--- src/rtl/spi_segment_master.sv ---
// SPI mode-0 initiator (CPOL=0, CPHA=0, MSB first) with a valid/ready byte
// interface; cs_n is held across bytes until a byte flagged last completes.
module spi_segment_master #(
  parameter int unsigned CLK_DIV = 2
) (
  input  logic       clk,
  input  logic       rst,
  input  logic [7:0] tx_data,
  input  logic       tx_last,
  input  logic       tx_valid,
  output logic       tx_ready,
  output logic       spi_sclk,
  output logic       spi_mosi,
  output logic       spi_cs_n,
  output logic       busy,
  output logic       done
);

  typedef enum logic [2:0] {
    IDLE, LEAD, SCK_HI, SCK_LO, NEXT, TAIL, GAP
  } state_e;

  localparam logic [7:0] RELOAD = 8'(CLK_DIV - 1);

  state_e     state_q, state_d;
  logic [7:0] cnt_q, cnt_d;
  logic [2:0] bit_q, bit_d;
  logic [7:0] shreg_q, shreg_d;
  logic       last_q, last_d;
  logic       sclk_q, sclk_d;
  logic       mosi_q, mosi_d;
  logic       cs_n_q, cs_n_d;
  logic       ready_q, ready_d;
  logic       busy_q, busy_d;
  logic       done_q, done_d;
  logic       accept;

  assign accept = tx_valid & ready_q;

  // Outputs are computed for the state being entered so they register in
  // the same edge as the state itself.
  always_comb begin
    state_d = state_q;
    cnt_d   = (cnt_q != 8'd0) ? cnt_q - 8'd1 : cnt_q;
    bit_d   = bit_q;
    shreg_d = shreg_q;
    last_d  = last_q;
    sclk_d  = sclk_q;
    mosi_d  = mosi_q;
    cs_n_d  = cs_n_q;
    ready_d = ready_q;
    done_d  = 1'b0;
    unique case (state_q)
      IDLE, NEXT: begin
        if (accept) begin
          state_d = LEAD;
          cnt_d   = RELOAD;
          shreg_d = tx_data;
          last_d  = tx_last;
          bit_d   = 3'd0;
          mosi_d  = tx_data[7];
          cs_n_d  = 1'b0;
          sclk_d  = 1'b0;
          ready_d = 1'b0;
        end
      end
      LEAD: begin
        if (cnt_q == 8'd0) begin
          state_d = SCK_HI;
          cnt_d   = RELOAD;
          sclk_d  = 1'b1;
        end
      end
      SCK_HI: begin
        if (cnt_q == 8'd0) begin
          state_d = SCK_LO;
          cnt_d   = RELOAD;
          sclk_d  = 1'b0;
          shreg_d = {shreg_q[6:0], 1'b0};
          mosi_d  = shreg_q[6];
        end
      end
      SCK_LO: begin
        if (cnt_q == 8'd0) begin
          cnt_d = RELOAD;
          if (bit_q != 3'd7) begin
            state_d = SCK_HI;
            bit_d   = bit_q + 3'd1;
            sclk_d  = 1'b1;
          end else if (last_q) begin
            state_d = TAIL;
          end else begin
            state_d = NEXT;
            ready_d = 1'b1;
          end
        end
      end
      TAIL: begin
        if (cnt_q == 8'd0) begin
          state_d = GAP;
          cnt_d   = RELOAD;
          cs_n_d  = 1'b1;
          done_d  = 1'b1;
        end
      end
      GAP: begin
        if (cnt_q == 8'd0) begin
          state_d = IDLE;
          cnt_d   = RELOAD;
          ready_d = 1'b1;
        end
      end
      default: state_d = IDLE;
    endcase
    busy_d = (state_d != IDLE);
  end

  always_ff @(posedge clk) begin
    if (rst) begin
      state_q <= IDLE;
      cnt_q   <= '0;
      bit_q   <= '0;
      shreg_q <= '0;
      last_q  <= 1'b0;
      sclk_q  <= 1'b0;
      mosi_q  <= 1'b0;
      cs_n_q  <= 1'b1;
      ready_q <= 1'b1;
      busy_q  <= 1'b0;
      done_q  <= 1'b0;
    end else begin
      state_q <= state_d;
      cnt_q   <= cnt_d;
      bit_q   <= bit_d;
      shreg_q <= shreg_d;
      last_q  <= last_d;
      sclk_q  <= sclk_d;
      mosi_q  <= mosi_d;
      cs_n_q  <= cs_n_d;
      ready_q <= ready_d;
      busy_q  <= busy_d;
      done_q  <= done_d;
    end
  end

  assign tx_ready = ready_q;
  assign spi_sclk = sclk_q;
  assign spi_mosi = mosi_q;
  assign spi_cs_n = cs_n_q;
  assign busy     = busy_q;
  assign done     = done_q;

endmodule

--- config.mk ---
export PLATFORM = sky130hd
export DESIGN_NAME = spi_segment_master
export DESIGN_NICKNAME = d
export VERILOG_FILES = /design/src/rtl/spi_segment_master.sv
export SDC_FILE = /design/constraint.sdc
export NUM_CORES = 1
export LEC_CHECK = 0
export CAP_MARGIN = 30
export CELL_PAD_IN_SITES_DETAIL_PLACEMENT = 2
export CELL_PAD_IN_SITES_GLOBAL_PLACEMENT = 2
export CORE_ASPECT_RATIO = 0.75
export CORE_MARGIN = 3
export CORE_UTILIZATION = 33
export DETAILED_ROUTE_END_ITERATION = 6
export PLACE_DENSITY = 0.86
export SLEW_MARGIN = 20
export SYNTH_ARGS = -nofsm -noshare
export SYNTH_HDL_FRONTEND = slang
export SYNTH_SLANG_ARGS = --single-unit
--- constraint.sdc ---
create_clock -name clk -period 2.4 [get_ports clk]
set_clock_uncertainty 0.2 [all_clocks]
set_input_delay 0.48 -clock clk [delete_from_list [all_inputs] [get_ports clk]]
set_output_delay 0.48 -clock clk [all_outputs]
set_load 0.05 [all_outputs]
==> flow_summary_export.csv, run 1 <==
group,metric,value,unit
clock_network,cts.clk_slew.worst_paths,100,ps
global_routing,overflow,0,
worst_setup_path,r2r_end,"shreg_q[6]",
run,max_cap_viol_count,0,
placed_design,place_congestion,0.895,
detailed_routing,drtPass1Iterations,4,
detailed_routing,drt_iter0_markers,64,
floorplan,start_util,0.347,
logic_synthesis,yosysUniqueCellTypes,48,
global_routing,grt_max_degree,17,
worst_setup_path,crit_path_cell_trace,"clkdlybuf4s50_1",
worst_setup_path,r2r_setup_slack,130,ps
worst_setup_path,path_buf_inv,1,
worst_setup_path,rr_worst_depth,8,
worst_setup_path,slowest_delay,840,ps
cells_and_area,final_common_cell,"dfxtp_1",
clock_network,hold_buffers,0,
logic_synthesis,async_flop_share,0,
placed_design,dpl.hpwl,3.98,mm
timing,slew_viol_final,0,
pwr,total_power,2.94,mW
logic_synthesis,synth_edf_count,0,
worst_setup_path,crit_path_top_delay_cell,"clkdlybuf4s50_1",
detailed_routing,ant_nets,0,
global_routing,antenna_found_initial,0,
floorplan,ioPinCount,18,
outcome,status,"complete, no violations",
timing,slew_headroom,0.568,
logic_synthesis,netlist_top_cells_area,"dfxtp_1 (36%), ha_1 (7.2%), nand2_1 (6.2%), nor2_1 (6.2%), a311oi_1 (4.5%)",
logic_synthesis,yosysSeqAreaShare,0.358,
timing,fin_setup_tns,0,ps
placed_design,dp.cells,258,
floorplan,die_w,85.6,um
cells_and_area,most-common-layout-cells,"dfxtp_1 (27), nand2_1 (26), nor2_1 (26)",
pwr,p_leak,0.759,nW
clock_network,cts_max_level,1,
clock_network,worstSkewPairLatency,290,ps
global_routing,grt_pass1_wl,8.47,mm
logic_synthesis,synth_top_area_frac,0.358,
worst_setup_path,cp.depth,1,
cells_and_area,fillCellCount,515,
cells_and_area,area_growth,21.7,%
hold_path,holdCritPathClass,"flip-flop to flip-flop",
cells_and_area,insertedDiodeCount,0,
clock_network,cts_tree,"built",
timing,period_needed,2270,ps
global_routing,grt_pass1_vias,1612,
logic_synthesis,avgSynthCellArea,8.56,um^2
detailed_routing,dr_wl_met3,144,um
logic_synthesis,synthCells,183,
detailed_routing,dr_wl_met2,2.71,mm
detailed_routing,num_vias,1470,
worst_setup_path,crit_arrival,1590,ps
worst_setup_path,rr_startpoint,"state_q[0]",
timing,setup_slack,131,ps
timing,finalCritPeriodShare,0.945,
pwr,p_per_area,1540,nW/um^2
logic_synthesis,ys_seq_elements,28,
hold_path,hp-start,"shreg_q[2]",
cells_and_area,fin_nets,228,
worst_setup_path,cp-endpoint,"tx_ready",
floorplan,dieArea,5620,um^2
placed_design,numPortBuffers,17,
pwr,peakVddDrop,0.524,mV
clock_network,cts_buffer_depth,2,
logic_synthesis,netlist_area,1570,um^2
clock_network,cts_buffers,3,
global_routing,grtUsageTotal,0.196,
detailed_routing,dr.max_layer_used,"met4",
logic_synthesis,yosys.area.top_type,"dfxtp_1",
logic_synthesis,synth_nets,204,
floorplan,die_y,65.7,um
detailed_routing,wl_met1,2.51,mm
clock_network,cts_root_buffer,"clkbuf_8",
worst_setup_path,cp-startpoint,"tx_ready",
timing,hold_violations,0,
cells_and_area,fin_util,0.422,
worst_setup_path,cp-end-kind,"primary output",
timing,setup_viol,0,
floorplan,placementRows,21,
cells_and_area,drive_above_1_share,0.131,
detailed_routing,drt_wl_total,5.45,mm
floorplan,core,4520,um^2
logic_synthesis,synthFlopType,"dfxtp_1",
worst_setup_path,worstPathRequired,1720,ps
worst_setup_path,critPathTopFamily,"buffers and inverters",
logic_synthesis,yosysWarnings,0,
clock_network,cts.sinks,28,
cells_and_area,stdcell_count,263,
detailed_routing,drc_errors,0,
worst_setup_path,start_kind,"flip-flop",
timing,max_freq,441,MHz
timing,worst_slew_pin_slew,648,ps
detailed_routing,routed_via_density,5.59,
worst_setup_path,path_class,"flip-flop to primary output",
placed_design,dp_slack,-46.8,ps
worst_setup_path,cp_max_fo,7,
detailed_routing,wire_per_inst,20.7,um
## power breakdown
part           leakage, nW  switching (mW)  internal, mW  total, mW
Clock               0.0288           0.162         0.148      0.309
Combinational        0.500            1.10         0.734       1.84
Sequential           0.231           0.171         0.623      0.794
## Yosys cell counts (2+ instances only)
cell,n
nor2_1,26
dfxtp_1,28
buf_2,2
a21oi_1,12
a31oi_1,4
inv_1,5
xor2_1,2
a311oi_1,8
clkbuf_1,3
nand2b_1,3
mux2i_1,2
o21ai_0,7
xnor2_1,3
nor3_1,3
and3_1,2
o21bai_1,3
a22oi_1,2
nor2b_1,3
nand3_1,3
nand2_1,26
ha_1,9
## cell families (layout without fill, tap and decap cells)
logic type               after synthesis  count (layout)  synth area share
AND/OR/NAND/NOR                       74              74             0.229
AO/OA/AOI/OAI                         51              51             0.252
flip-flops                            28              28             0.358
buffers and inverters                 14              37            0.0487
adder cells (fa/ha/maj)                9               9            0.0719
XOR/XNOR                               5               5            0.0280
multiplexers                           2               2            0.0128
## area by class of cell
class	count	area [um^2]	area share
Clock buffer	4	55.1	0.0289
Inverter	5	18.8	0.00984
Sequential cell	28	562	0.295
Multi-Input combinational cell	141	935	0.490
Timing Repair Buffer	28	265	0.139
Tap cell	57	71.3	0.0374
## state kept, by name, summed over array words and instances, names as in the netlist
register,count
bit_q,3
spi_mosi,1
state_q,3
done,1
last_q,1
cnt_q,8
spi_cs_n,1
spi_sclk,1
tx_ready,1
shreg_q,7
busy,1
## how the worst min path moves through the flow
stage / end / slack, ps / depth (start not counted)
finish: shreg_q[3] / 310 / 2
global route: shreg_q[1] / 340 / 2
CTS: shreg_q[2] / 300 / 2
detailed placement: shreg_q[2] / 280 / 2
global placement: shreg_q[3] / 260 / 2
floorplan: shreg_q[2] / 260 / 2
## stage by stage
stage	hold WS, ps	area [um^2]
floorplan	255	1570
global placement	260	1830
detailed placement	280	1830
CTS	301	1880
global route	339	1910
finish	309	1910
## layer usage
layer / vias to the layer above / track usage
met5: - / 0
met4: 0 / 0.0435
met3: 6 / 0.0388
met2: 19 / 0.337
met1: 753 / 0.255
li1: 692 / -
## what timing repair did
action                                  in CTS  in global routing
endpoints found under the setup margin       0                 10
resized for setup                            0                  3
setup buffers                                0                  1
(Power assumes the default switching activity.)
==> run 2: changes to the inputs <==
- ABC_CLOCK_PERIOD_IN_PS: default -> 2400
==> results of run 2 <==
No change in the layout: final DEF, timing and power equal those of run 1.
==> run 3: changes to the inputs <==
- ABC_CLOCK_PERIOD_IN_PS: 2400 -> 2300
- PLACE_DENSITY: 0.86 -> 0.82
- clock period: 2.4 -> 2.3 ns (I/O delays scaled with it)
==> flow_summary_export.csv, run 3 (synthesis gave the netlist of run 1 again) <==
group,metric,value,unit
clock_network,cts_max_level,1,
worst_setup_path,crit_arrival,2250,ps
floorplan,placementRows,21,
pwr,p_per_area,1640,nW/um^2
worst_setup_path,path_class,"flip-flop to flip-flop",
floorplan,die_w,85.6,um
detailed_routing,dr_wl_met3,168,um
timing,slew_viol_final,0,
placed_design,placed_cell_area,1850,um^2
detailed_routing,drtPass1Iterations,4,
worst_setup_path,worstPathRequired,2280,ps
detailed_routing,dr.max_layer_used,"met4",
worst_setup_path,start_kind,"flip-flop",
placed_design,place_congestion,0.883,
global_routing,overflow,0,
cells_and_area,insertedDiodeCount,0,
outcome,status,"complete, no violations",
timing,fin_setup_tns,0,ps
timing,worst_slew_pin_slew,502,ps
clock_network,cts_root_buffer,"clkbuf_8",
detailed_routing,ant_nets,0,
placed_design,dpl.hpwl,3.92,mm
pwr,p_leak,0.800,nW
placed_design,dp.cells,261,
global_routing,grt_max_degree,17,
timing,slew_headroom,0.664,
detailed_routing,drt_wl_total,5.60,mm
detailed_routing,routed_via_density,5.56,
cells_and_area,top_register,"cnt_q",
cells_and_area,reg_top3,"cnt_q: 8 flops, shreg_q: 7 flops",
detailed_routing,drt_iter0_markers,77,
worst_setup_path,crit_path_top_delay_cell,"dfxtp_1",
worst_setup_path,crit_path_cell_trace,"inv_1 -> ha_1 -> nor3b_4 -> buf_4 -> a21oi_2 -> a2111oi_4 -> nor2b_1 -> a211o_1",
placed_design,numPortBuffers,17,
cells_and_area,largest_register_ffs,8,
worst_setup_path,cp_max_fo,4,
run,max_cap_viol_count,0,
cells_and_area,area_growth,25.4,%
timing,max_freq,441,MHz
timing,setup_viol,0,
global_routing,grt_pass1_vias,1659,
floorplan,ioPinCount,18,
worst_setup_path,cp-end-kind,"flip-flop",
floorplan,core,4520,um^2
cells_and_area,drive_above_1_share,0.178,
hold_path,holdCritPathClass,"flip-flop to flip-flop",
detailed_routing,wl_met1,2.55,mm
cells_and_area,fin_util,0.435,
timing,period_needed,2270,ps
clock_network,cts_buffer_depth,2,
timing,finalCritPeriodShare,0.986,
clock_network,cts_buffers,3,
timing,hold_violations,0,
floorplan,start_util,0.347,
floorplan,dieArea,5620,um^2
global_routing,grtUsageTotal,0.207,
global_routing,grt_pass1_wl,8.89,mm
detailed_routing,wire_per_inst,20.7,um
clock_network,cts_tree,"built",
worst_setup_path,slowest_delay,360,ps
detailed_routing,dr_wl_met2,2.78,mm
clock_network,cts.sinks,28,
cells_and_area,most-common-layout-cells,"nor2_1 (26), dfxtp_1 (26), nand2_1 (25)",
cells_and_area,stdcell_area,1960,um^2
cells_and_area,fin_nets,236,
clock_network,cts.clk_slew.worst_paths,100,ps
clock_network,hold_buffers,0,
detailed_routing,num_vias,1507,
floorplan,die_y,65.7,um
clock_network,worstSkewPairLatency,290,ps
cells_and_area,stdcell_count,271,
detailed_routing,drc_errors,0,
pwr,peakVddDrop,0.724,mV
global_routing,antenna_found_initial,0,
==> run 3: stage by stage <==
step	power, mW	hold slack, ps	worst slack, ps
floorplan	2.11	255	255
finish	3.22	306	31.6
detailed placement	2.66	289	-163
global placement	2.52	262	38.5
CTS	3.12	304	22.6
global route	3.43	329	-17.0
==> run 3: where the power goes <==
part	switching [mW]	internal, mW
clock	0.171	0.154
sequential	0.172	0.650
combinational	1.22	0.857
==> run 3: critical path: cells and delay by family, from the launching register on <==
kind / cells / cell delay, ps
AO/OA/AOI/OAI: 3 / 710
flip-flops: 1 / 360
adder cells (fa/ha/maj): 1 / 170
AND/OR/NAND/NOR: 2 / 400
buffers and inverters: 2 / 310
==> run 3: layer usage <==
metal	vias up	track usage
li1	710	-
met1	756	0.256
met2	29	0.362
met3	12	0.0388
met4	0	0.0632
met5	-	0
==> run 3: path summary, 6_finish.rpt <==
kind,start,to,slack [ps],cells past startpoint
min reg2reg,shreg_q[1],shreg_q[2],310,2
max,cnt_q[1],tx_ready,30,8
min,shreg_q[1],shreg_q[2],310,2
max reg2reg,cnt_q[1],tx_ready,30,8
==> run 3: final cells by class <==
class,instances,area [um^2]
multi-input cells,141,945
repair buffers,36,312
fillers,490,2550
clock buffers,4,55.1
flip-flops and latches,28,563
well taps,57,71.3
inverters,5,18.8
==> run 3: repair_timing <==
item                       in CTS  in global routing
gates resized for setup         4                  4
buffers inserted                3                  3
pin swaps                       1                  0
setup endpoints to repair       4                 12
